[config.mk]
export PLATFORM = sky130hd
export DESIGN_NAME = mem_access_unit
export DESIGN_NICKNAME = d
export VERILOG_FILES = /design/src/rtl/mem_access_pkg.sv /design/src/rtl/mem_access_unit.sv
export SDC_FILE = /design/constraint.sdc
export NUM_CORES = 1
export LEC_CHECK = 0
export CORE_UTILIZATION = 39
export CTS_BUF_LIST = sky130_fd_sc_hd__clkbuf_16
export DETAILED_ROUTE_END_ITERATION = 8
export PLACE_DENSITY = 0.77
export SKIP_CTS_REPAIR_TIMING = 1
export SLEW_MARGIN = 20
export SYNTH_ARGS = -nofsm -noshare
export SYNTH_HDL_FRONTEND = slang
export SYNTH_SLANG_ARGS = --single-unit
[constraint.sdc]
create_clock -name clk -period 1.55 [get_ports clk]
set_input_delay 0.2325 -clock clk [delete_from_list [all_inputs] [get_ports clk]]
set_output_delay 0.2325 -clock clk [all_outputs]
set_load 0.01 [all_outputs]
[src/rtl/mem_access_pkg.sv]
// -----------------------------------------------------------------------------
// mem_access_pkg
// Shared definitions for the load/store memory access unit:
//   - state_e           : 2-bit FSM encoding (IDLE, READ, WRITE, RESP)
//   - MEM_WORDS_DEFAULT : default number of addressable 16-bit words
//   - ERR_CNT_W         : width of the saturating error counter
//   - sat_inc()         : saturating increment used by the error counter
// -----------------------------------------------------------------------------
package mem_access_pkg;

    typedef enum logic [1:0] {
        IDLE  = 2'd0,
        READ  = 2'd1,
        WRITE = 2'd2,
        RESP  = 2'd3
    } state_e;

    localparam int unsigned MEM_WORDS_DEFAULT = 128;
    localparam int unsigned ERR_CNT_W         = 8;

    // Increment that sticks at all-ones instead of wrapping to zero.
    function automatic logic [ERR_CNT_W-1:0] sat_inc(input logic [ERR_CNT_W-1:0] cnt);
        if (&cnt) begin
            return cnt;
        end
        return cnt + 1'b1;
    endfunction

endpackage : mem_access_pkg

[src/rtl/mem_access_unit.sv]
// -----------------------------------------------------------------------------
// mem_access_unit
// Single-outstanding load/store unit sitting between a pipeline and a simple
// single-port data memory. One request is accepted in IDLE, issued to memory
// for one cycle (READ or WRITE), and answered in RESP, which holds until the
// consumer takes the response. Out-of-range addresses skip the memory and are
// answered immediately with an error flag; a saturating counter tracks them.
//
// Ports
//   clk            : system clock, rising edge
//   rst            : asynchronous active-low reset
//   req_valid      : request offered by the pipeline
//   req_ready      : unit can accept a request (IDLE only)
//   req_we         : 1 = store, 0 = load
//   req_addr       : word address (compared unsigned, full width)
//   req_wdata      : store data
//   resp_valid     : response available (RESP only)
//   resp_ready     : consumer takes the response
//   resp_rdata     : load data (0 for stores and errors)
//   resp_err       : request address was out of range
//   mem_read_rq    : one-cycle memory read strobe
//   mem_write_rq   : one-cycle memory write strobe
//   mem_rw_address : memory address, 0 when no access is issued
//   mem_write_data : memory write data, 0 outside a write
//   mem_read_data  : combinational read data returned by the memory
//   err_count      : saturating count of out-of-range requests
// -----------------------------------------------------------------------------
module mem_access_unit
    import mem_access_pkg::*;
#(
    parameter int unsigned MEM_WORDS = MEM_WORDS_DEFAULT,
    parameter int unsigned DATA_W    = 16
) (
    input  logic                 clk,
    input  logic                 rst,

    input  logic                 req_valid,
    output logic                 req_ready,
    input  logic                 req_we,
    input  logic [DATA_W-1:0]    req_addr,
    input  logic [DATA_W-1:0]    req_wdata,

    output logic                 resp_valid,
    input  logic                 resp_ready,
    output logic [DATA_W-1:0]    resp_rdata,
    output logic                 resp_err,

    output logic                 mem_read_rq,
    output logic                 mem_write_rq,
    output logic [DATA_W-1:0]    mem_rw_address,
    output logic [DATA_W-1:0]    mem_write_data,
    input  logic [DATA_W-1:0]    mem_read_data,

    output logic [ERR_CNT_W-1:0] err_count
);

    // One extra bit so a MEM_WORDS equal to 2**DATA_W is still representable
    // and the comparison never truncates the incoming address.
    localparam logic [DATA_W:0] MEM_LIMIT = (DATA_W+1)'(MEM_WORDS);

    state_e                 state_q, state_d;
    logic                   we_q,    we_d;
    logic [DATA_W-1:0]      addr_q,  addr_d;
    logic [DATA_W-1:0]      wdata_q, wdata_d;
    logic [DATA_W-1:0]      rdata_q, rdata_d;
    logic                   err_q,   err_d;
    logic [ERR_CNT_W-1:0]   errcnt_q, errcnt_d;

    logic                   addr_oob;

    assign addr_oob = ({1'b0, req_addr} >= MEM_LIMIT);

    always_ff @(posedge clk or negedge rst) begin
        if (!rst) begin
            state_q  <= IDLE;
            we_q     <= 1'b0;
            addr_q   <= '0;
            wdata_q  <= '0;
            rdata_q  <= '0;
            err_q    <= 1'b0;
            errcnt_q <= '0;
        end else begin
            state_q  <= state_d;
            we_q     <= we_d;
            addr_q   <= addr_d;
            wdata_q  <= wdata_d;
            rdata_q  <= rdata_d;
            err_q    <= err_d;
            errcnt_q <= errcnt_d;
        end
    end

    always_comb begin
        state_d        = state_q;
        we_d           = we_q;
        addr_d         = addr_q;
        wdata_d        = wdata_q;
        rdata_d        = rdata_q;
        err_d          = err_q;
        errcnt_d       = errcnt_q;

        req_ready      = 1'b0;
        resp_valid     = 1'b0;
        mem_read_rq    = 1'b0;
        mem_write_rq   = 1'b0;
        mem_rw_address = '0;
        mem_write_data = '0;

        unique case (state_q)
            IDLE: begin
                req_ready = 1'b1;
                if (req_valid) begin
                    we_d    = req_we;
                    addr_d  = req_addr;
                    wdata_d = req_wdata;
                    if (addr_oob) begin
                        // Error responses bypass memory entirely.
                        state_d  = RESP;
                        rdata_d  = '0;
                        err_d    = 1'b1;
                        errcnt_d = sat_inc(errcnt_q);
                    end else if (req_we) begin
                        state_d = WRITE;
                    end else begin
                        state_d = READ;
                    end
                end
            end

            READ: begin
                mem_read_rq    = 1'b1;
                mem_rw_address = addr_q;
                // Memory read data is combinational; capture it on exit.
                rdata_d        = mem_read_data;
                err_d          = 1'b0;
                state_d        = RESP;
            end

            WRITE: begin
                mem_write_rq   = 1'b1;
                mem_rw_address = addr_q;
                mem_write_data = wdata_q;
                rdata_d        = '0;
                err_d          = 1'b0;
                state_d        = RESP;
            end

            RESP: begin
                resp_valid = 1'b1;
                if (resp_ready) begin
                    state_d = IDLE;
                end
            end

            default: begin
                state_d = IDLE;
            end
        endcase
    end

    assign resp_rdata = rdata_q;
    assign resp_err   = err_q;
    assign err_count  = errcnt_q;

endmodule : mem_access_unit

==> results.ini <==
[floorplanning]
io_pins=114
die_w_um=85.9
core_area_um2=6790
fp-row-count=30
die_y_um=85.9
start_util_pct=40.4
die-area_um2=7380

[synth]
netlist_instances=230
yosys_warnings=0
synth_top_cell_area_share_pct=53.8
synthDistinctLibCells=25
synth_nets=288
ys_seq_area_share_pct=53.8
netlist_area_um2=2750
yosys.area.top_type=dfrtp_1
avgSynthCellArea_um2=11.9
ys_top_cells_by_area=dfrtp_1, mux2_2, and2_1
synth-seq-cells=59

[detailed_routing]
wl_per_cell_um=13.9
drc=0
wirelength_mm=6.63
dr.pass1.iters=4
via_count=2196
antenna_left=0
initialDrtViolationCount=71
vias_per_cell=4.59

[global_route]
grt_pass1_wl_mm=10.0
antenna_found_initial=0
grt_use_met2_pct=28.3
groute.layer.met3.usage_pct=3.66
grt_usage_pct=17.6
top_usage_layer=met2
grt_pass1_vias=2216
grt.overflow.total=0
grt_max_degree=22
use_met1_pct=23.1

[timing]
rsz0062_at_grt=true
layout_setup_ws_ns=-0.162
hold_violations=0
period_minus_slack_ns=1.71
min_period_over_period_pct=110
fin_worst_skew_ns=0.00379
slew_headroom_pct=69.6
setup_viol=49
fmax_mhz=584
worst_pin_slew_ns=0.456
drv_slew=0

[clocking]
clock_latency_ns=0.31
numCtsBuffers=9
cts_tree=done
cts.path.max_buffers=2
clk_pin_slew_worst_paths_ns=0.05
clock-sinks=59
clockRootBuffer=clkbuf_16
htreeDepth=3

[setup_path]
critPathKind=flip-flop to output pin
r2r_end=resp_rdata[1]
arrival_ns=1.48
r2r_setup_slack_ns=-0.14
ff2ff_path_depth=7
crit_end=mem_rw_address[10]
path_depth=5
path_delay_family=flip-flops
slowest_delay_ns=0.38
crit_slowest_cell=dfrtp_1
end_kind=output pin
cp-startpoint=state_q[1]
reg2reg_from=state_q[1]
crit_buf_inv=3
startpoint_type=flip-flop
cp_cell_sequence=inv_2 > ha_4 > buf_12 > and2_1 > clkbuf_2
critical_path_peak_fanout=5
cp.required_ns=1.32

[placement]
io_buffers=113
dp_hpwl_mm=4.54
place_inst=451
place.gp.congestion=0.800
postPlaceCellArea_um2=4150

[job]
drv_cap=0

[power_and_ir_drop]
p_leak_uw=0.00220
power.total_uw=10200
worst_ir_drop_vdd_v=0.00123
p_per_area_nw_per_um2=2220

[cells_and_area]
fin_area_um2=4600
finalNetCount=435
finalNonFillerCells=478
area_growth_pct=67.3
drive_above_1_share_pct=36.6
diodes=0
final_common_cell=clkdlybuf4s50_1
finalCoreUtilization_pct=67.6
final_cell_mix=clkdlybuf4s50_1, dfrtp_1, mux2_2, inv_1, and2_1

[worst_hold_path]
min_path_type=primary input to flip-flop
hold-path-cell-count=2

[status]
status=complete, but fails checks
violations=negative setup slack

## worst min path at each step
stage / start / to / slack (ns)
after floorplan: rst / addr_q[0] / -0.06
after global placement: rst / addr_q[12] / 0.20
after detailed placement: rst / addr_q[8] / 0.20
after CTS: rst / addr_q[13] / -0.13
after global routing: req_addr[9] / addr_q[9] / 0.27
final: req_addr[9] / addr_q[9] / 0.26
## layer usage
metal	wire [µm]	part of all wire, %
met1	2900	44
met5	0	0
met3	376	5.7
met4	88	1.3
met2	3270	49
## sequential cells by signal, summed over array words and instances (netlist names)
signal	count
state_q	2
resp_err	1
resp_rdata	16
addr_q	16
wdata_q	16
err_count	8
## synth_stat cells
master and number:
and2_1 33, nand3_1 4, nor4_4 1, and4_1 1, ha_1 5, and3_1 3
nor2_1 2, o22ai_1 3, buf_12 1, xnor2_1 5, inv_1 22, nand2b_1 1
a21oi_1 1, mux2_2 34, mux2i_1 16, o21ai_0 2, nand2_1 21, a21oi_4 1
a31oi_4 1, nand4_1 3, and4_2 1, a22o_2 1, nor3_2 1, clkbuf_1 8
dfrtp_1 59
## area by class of cell
class,count,area [µm²]
fillers,519,2200
flip-flops and latches,59,1480
repair buffers,145,1440
multi-input cells,140,1230
clock buffers,9,225
well taps,96,120
inverters,22,82.6
clock inverters,7,27.5
## power breakdown
group / internal (µW) / total (µW) / switching, µW
registers: 2280 / 2680 / 395
logic: 3540 / 5850 / 2320
clock network: 1040 / 1660 / 621
## through the flow
step	hold WS [ns]	setup TNS [ns]	worst slack (ns)
final	0.259	-4.36	-0.162
after global routing	0.269	-8.00	-0.237
after CTS	-0.131	-17.41	-0.509
after detailed placement	0.196	-13.03	-0.429
after global placement	0.202	-11.81	-0.347
after floorplan	-0.0631	-0.866	-0.0286
## cells by family after synthesis
| family | count (synthesis) | synth area share, % |
|---|---|---|
| AND/OR/NAND/NOR | 71 | 14.8 |
| flip-flops | 59 | 53.8 |
| multiplexers | 50 | 19.8 |
| buffers and inverters | 31 | 4.83 |
| AO/OA/AOI/OAI | 9 | 2.96 |
| XOR/XNOR | 5 | 1.59 |
| adder cells (fa/ha/maj) | 5 | 2.28 |
Power figures use the tool's default switching activity.
